<file path="config.mk">
export PLATFORM = sky130hd
export DESIGN_NAME = mem_port_arbiter
export DESIGN_NICKNAME = d
export VERILOG_FILES = /design/src/rtl/mem_port_arbiter.sv
export SDC_FILE = /design/constraint.sdc
export NUM_CORES = 1
export LEC_CHECK = 0
export CORE_ASPECT_RATIO = 1.1
export CORE_MARGIN = 3
export CORE_UTILIZATION = 42
export CTS_BUF_LIST = sky130_fd_sc_hd__clkbuf_8 sky130_fd_sc_hd__clkbuf_16
export DETAILED_ROUTE_END_ITERATION = 16
export GPL_TIMING_DRIVEN = 1
export PLACE_DENSITY_LB_ADDON = 0.2
export SLEW_MARGIN = 20
export SYNTH_ARGS = -nofsm -noshare
export SYNTH_HDL_FRONTEND = slang
export SYNTH_SLANG_ARGS = --single-unit
</file>
<file path="constraint.sdc">
create_clock -name clk_i -period 1.9 [get_ports clk_i]
set_input_delay 0.285 -clock clk_i [delete_from_list [all_inputs] [get_ports clk_i]]
set_output_delay 0.285 -clock clk_i [all_outputs]
set_load 0.02 [all_outputs]
</file>
<file path="src/rtl/mem_port_arbiter.sv">
`default_nettype none
// ============================================================================
// Module      : mem_port_arbiter
// Description : Two-port (instruction fetch / data) arbiter in front of one
//               shared single-port memory. One transaction is in flight at a
//               time: IDLE (arbitrate) -> BUSY (wait for mem_ack_i) -> RESP
//               (one-cycle ack pulse to the granted port) -> IDLE.
//               Ties alternate using a last-grant flag.
// Ports       : clk_i, arst_ni         - clock, async active-low reset
//               imem_req_i/addr_i      - fetch request (read only)
//               imem_rdata_o/ack_o     - fetch response
//               dmem_req_i/we_i/addr_i/wdata_i - data request
//               dmem_rdata_o/ack_o     - data response
//               mem_req_o/we_o/addr_o/wdata_o  - shared memory request
//               mem_rdata_i/ack_i      - shared memory response
// Revision    : 1.0 - initial release
// ============================================================================
module mem_port_arbiter #(
    parameter int ADDR_WIDTH = 32,
    parameter int DATA_WIDTH = 32
) (
    input  logic                  clk_i,
    input  logic                  arst_ni,
    // instruction fetch port
    input  logic                  imem_req_i,
    input  logic [ADDR_WIDTH-1:0] imem_addr_i,
    output logic [DATA_WIDTH-1:0] imem_rdata_o,
    output logic                  imem_ack_o,
    // data port
    input  logic                  dmem_req_i,
    input  logic                  dmem_we_i,
    input  logic [ADDR_WIDTH-1:0] dmem_addr_i,
    input  logic [DATA_WIDTH-1:0] dmem_wdata_i,
    output logic [DATA_WIDTH-1:0] dmem_rdata_o,
    output logic                  dmem_ack_o,
    // shared memory port
    output logic                  mem_req_o,
    output logic                  mem_we_o,
    output logic [ADDR_WIDTH-1:0] mem_addr_o,
    output logic [DATA_WIDTH-1:0] mem_wdata_o,
    input  logic [DATA_WIDTH-1:0] mem_rdata_i,
    input  logic                  mem_ack_i
);

    typedef enum logic [1:0] {
        ST_IDLE = 2'd0,
        ST_BUSY = 2'd1,
        ST_RESP = 2'd2
    } state_t;

    state_t r_state;
    state_t w_state_next;

    logic   r_last_dmem;    // 1: most recent grant went to the data port
    logic   r_owner_dmem;   // port owning the transaction in flight
    logic   w_grant;
    logic   w_grant_dmem;
    logic   w_mem_done;

    // ------------------------------------------------------------------
    // Next-state and grant decision
    // ------------------------------------------------------------------
    always_comb begin
        w_state_next = r_state;
        w_grant      = 1'b0;
        w_grant_dmem = 1'b0;
        case (r_state)
            ST_IDLE: begin
                if (imem_req_i || dmem_req_i) begin
                    w_grant      = 1'b1;
                    // On a tie the port that did not win last time goes next.
                    w_grant_dmem = dmem_req_i && (!imem_req_i || !r_last_dmem);
                    w_state_next = ST_BUSY;
                end
            end
            ST_BUSY: begin
                if (mem_ack_i) begin
                    w_state_next = ST_RESP;
                end
            end
            ST_RESP: begin
                w_state_next = ST_IDLE;
            end
            default: begin
                w_state_next = ST_IDLE;
            end
        endcase
    end

    // mem_ack_i only means something while a request is outstanding.
    assign w_mem_done = (r_state == ST_BUSY) && mem_ack_i;

    // ------------------------------------------------------------------
    // State register
    // ------------------------------------------------------------------
    always_ff @(posedge clk_i or negedge arst_ni) begin
        if (!arst_ni) begin
            r_state <= ST_IDLE;
        end else begin
            r_state <= w_state_next;
        end
    end

    // ------------------------------------------------------------------
    // Registered outputs, payload latch and arbitration history
    // ------------------------------------------------------------------
    always_ff @(posedge clk_i or negedge arst_ni) begin
        if (!arst_ni) begin
            r_last_dmem  <= 1'b1;
            r_owner_dmem <= 1'b0;
            mem_req_o    <= 1'b0;
            mem_we_o     <= 1'b0;
            mem_addr_o   <= '0;
            mem_wdata_o  <= '0;
            imem_ack_o   <= 1'b0;
            dmem_ack_o   <= 1'b0;
            imem_rdata_o <= '0;
            dmem_rdata_o <= '0;
        end else begin
            // Acks are single-cycle pulses; they are only set on completion.
            imem_ack_o <= 1'b0;
            dmem_ack_o <= 1'b0;

            if (w_grant) begin
                // Payload is frozen here; requester-side changes while the
                // memory is busy are deliberately not tracked.
                r_last_dmem  <= w_grant_dmem;
                r_owner_dmem <= w_grant_dmem;
                mem_req_o    <= 1'b1;
                mem_we_o     <= w_grant_dmem & dmem_we_i;
                mem_addr_o   <= w_grant_dmem ? dmem_addr_i : imem_addr_i;
                mem_wdata_o  <= w_grant_dmem ? dmem_wdata_i : '0;
            end

            if (w_mem_done) begin
                mem_req_o <= 1'b0;
                mem_we_o  <= 1'b0;
                // Read data is captured for writes too; the port sees
                // whatever the memory drove in the ack cycle.
                if (r_owner_dmem) begin
                    dmem_ack_o   <= 1'b1;
                    dmem_rdata_o <= mem_rdata_i;
                end else begin
                    imem_ack_o   <= 1'b1;
                    imem_rdata_o <= mem_rdata_i;
                end
            end
        end
    end

endmodule
`default_nettype wire

</file>
==> flow_metrics.tcl <==
set metrics [dict create \
    clock_latency_ns 0.41 \
    area_delta_synth_final_pct 60.8 \
    antenna_found_initial 0 \
    die_w_um 118 \
    comb_power_share_pct 49.6 \
    topRoutingLayerUsed "met4" \
    startpoint_type "input pin" \
    clkPwrFrac_pct 19.7 \
    num_vias 4522 \
    yosysTopAreaCellShare_pct 58.6 \
    crit_required_ns 2.24 \
    synth.top_cells.by_area "dfrtp_1 59%, mux2_4 7.6%, mux2_2 6.8%, a2111oi_0 4.9%, a211o_1 4.9%" \
    cts.sinks 136 \
    grt_max_degree 67 \
    ys.flop_type "dfrtp_1" \
    ir_drop_v 0.000994 \
    vias_per_cell 5.16 \
    ios 266 \
    worstPathCellList "clkdlybuf4s50_1, buf_4, and3_2, buf_4, a22o_1" \
    synth_compound_area_share_pct 19.5 \
    setup_viol 0 \
    dp.final_hpwl_mm 11.4 \
    path_delay_family "buffers and inverters" \
    worstSetupEndpoint "mem_wdata_o[20]" \
    yosysUniqueCellTypes 25 \
    p_sw_share_pct 34.8 \
    start_util_pct 43.2 \
    p_total_w 0.0169 \
    p_int_w 0.0110 \
    coreArea_mm2 0.0133 \
    r2r-end "dmem_rdata_o[3]" \
    critPathMaxFanout 35 \
    rows 44 \
    cts_tree "done" \
    hold_viol 0 \
    critical_path.max_stage_delay_ns 0.62 \
    clk_pin_slew_ns 0.06 \
    synth.mux.area_fraction_pct 14.4 \
    worst_clock_skew_ns 0.00638 \
    drt_iter0_drc 351 \
    route.layer.met1.wl_mm 6.52 \
    outcome "finished clean" \
    grt_overflow 0 \
    root_buffer "clkbuf_16" \
    wire_per_inst_um 19.1 \
    gp_routability_congestion 0.792 \
    synth_xor_area_share_pct 0 \
    cts_max_path_buffers 2 \
    period_share_pct 94.8 \
    antennaDiodeCount 0 \
    cts_setup_buffers 0 \
    wl_met3_mm 1.52 \
    syn-num-nets 552 \
    fp.dieH_um 129 \
    hold_ws_ns 0.341 \
    place_ws_ns -0.491 \
    cp_slowest_cell "clkdlybuf4s50_1" \
    r2r_setup_slack_ns 0.32 \
    cp.depth 5 \
    synth_edf_count 0 \
    drt_wl_total_mm 16.7 \
    firstDrtPassIters 4 \
    finalNonFillerCells 877 \
    yosys_warnings 0 \
    port_buffers 265 \
    rsz0062_at_grt "false" \
    yosysSeqAreaShare_pct 59.1 \
    leakage_nw 4.15 \
    tightestPinTransition_ns 0.793 \
    cp_num_buf_inv 3 \
    final_layout_size_suffix_gt1_share_pct 16.9 \
    dieArea_mm2 0.0152 \
    fillCellCount 985 \
    synth_top_family_by_area "compound AO/OA/AOI/OAI gates" \
    dp_cells 843 \
    cp.arrival_ns 2.15 \
    worstSetupPathType "in -> reg" \
    setup_slack_ns 0.0982 \
    relSlewSlack_pct 47.0 \
    nets 814 \
    cpMostUsedCell "buf_4" \
    wl_met2_mm 8.22 \
    drv_cap 0 \
    cts_made_buffers 17 \
    yosys.area_share.simple_pct 1.09 \
    synthCells 418 \
    max_freq_mhz 555 \
    pwr_density_cell_mw_per_mm2 1820 \
    power_switching_w 0.00588 \
    seq_power_share_pct 30.7 \
    reg2reg_depth 5 \
    finalCriticalPeriod_ns 1.80 \
    synth_fa_ha_area_share_pct 0 \
    drtAntennaViolNets 0 \
    grt_pass1_wl_mm 26.7 \
    syn_avg_cell_area_um2 13.8 \
    synth_seq_cells 136 \
    track_usage_pct 22.3 \
    grt_pass1_vias 4913 \
    async_flop_share_pct 100 \
    synth_top_cell_by_area "dfrtp_1" \
    hold_class "in -> async" \
    worstReg2RegStart "r_state[0]" \
    slew_viol_final 0 \
    netlist_area_mm2 0.00576 \
    drc 0 \
    critPathCaptureType "flop" \
    crit_start "dmem_req_i" \
    cts_resized 0 \
    htree_levels 4 \
]
[cells in the final DEF, fill, tap and decap left out, drive strengths merged]
cell type / count
clkdlybuf4s50: 264
dfrtp: 135
mux2: 64
inv: 36
o21a: 32
a2111oi: 32
a211o: 32
a22o: 32
clkbuf: 24
buf: 16
nor2: 3
o21ai: 3
nand2: 2
a21oi: 2
a21o: 2
clkinvlp: 2
bufinv: 2
clkinv: 2
and3b: 1
nor2b: 1
and3: 1
or2: 1
nand2b: 1
nand4: 1
dlygate4sd3: 1
dfstp: 1
[worst min-delay path by stage]
stage	slack [ns]	endpoint	start
6_report	0.34	mem_wdata_o[1]	arst_ni
3_5_place_dp	0.21	mem_wdata_o[1]	arst_ni
5_1_grt	0.37	mem_wdata_o[1]	arst_ni
2_1_floorplan	-0.01	dmem_ack_o	arst_ni
3_3_place_gp	0.20	mem_wdata_o[1]	arst_ni
4_1_cts	0.34	mem_wdata_o[1]	arst_ni
[power by group through the flow]
stage | sequential (W) | combinational, W | clock, W
after floorplan | 0.00688 | 0.00274 | 0
after global placement | 0.00513 | 0.00829 | 0
after CTS | 0.00520 | 0.00846 | 0.00341
after detailed placement | 0.00519 | 0.00842 | 0
final | 0.00519 | 0.00837 | 0.00332
after global routing | 0.00538 | 0.00886 | 0.00355
[synthesized netlist by cell type (2+ instances only)]
| library cell | count |
|---|---|
| buf_6 | 5 |
| a21o_1 | 2 |
| nand2_1 | 2 |
| a21oi_1 | 2 |
| buf_2 | 14 |
| dfrtp_1 | 135 |
| nor2_1 | 2 |
| clkbuf_1 | 16 |
| o21ai_0 | 2 |
| mux2_2 | 35 |
| a2111oi_0 | 32 |
| a22o_1 | 32 |
| inv_1 | 34 |
| mux2_4 | 29 |
| o21a_1 | 32 |
| buf_4 | 4 |
| a211o_1 | 32 |
[metrics by stage]
step                util (%)  setup TNS, ns  instance area, um2
floorplan                  -              0                5760
global placement        64.8         -15.37                8630
detailed placement      64.8         -18.83                8630
CTS                     69.5              0                9260
global route            69.5              0                9270
finish                  69.5              0                9270
[layer usage]
layer,vias up,track usage (%)
met3,33,9.23
met5,-,0
met4,0,9.45
li1,2069,-
met2,199,36.3
met1,2221,26.4
[flip-flops by register name (all words and copies together), names as in the netlist, 2 cells and up]
signal / count
mem_wdata_o: 32
imem_rdata_o: 32
dmem_rdata_o: 32
r_state: 2
mem_addr_o: 32
[kinds of logic (layout without fill, tap and decap cells)]
logic type / count (synthesis) / after routing
flip-flops: 136 / 136
AO/OA/AOI/OAI: 135 / 135
multiplexers: 64 / 64
buffers and inverters: 73 / 347
AND/OR/NAND/NOR: 10 / 11
[repair_timing]
action	CTS	global route
setup endpoints to repair	21	0
hold buffers	1	0
endpoints found under the hold margin	35	0
[layout make-up]
class                   instances  area (um2)  area share [%]
inverters                      34         128            1.38
flip-flops and latches        136        3400            36.7
well taps                     184         230            2.48
clock inverters                 8        92.6           0.999
clock buffers                  24         522            5.63
multi-input cells             210        2040            22.0
repair buffers                281        2850            30.8
[worst reg2reg max path, delay by kind of cell, from the launching register on]
kind	cells	cell delay, ns
flip-flops	1	0.39
AND/OR/NAND/NOR	2	0.31
multiplexers	1	0.39
buffers and inverters	2	0.37
No activity file was read; power rests on OpenSTA's default activity.
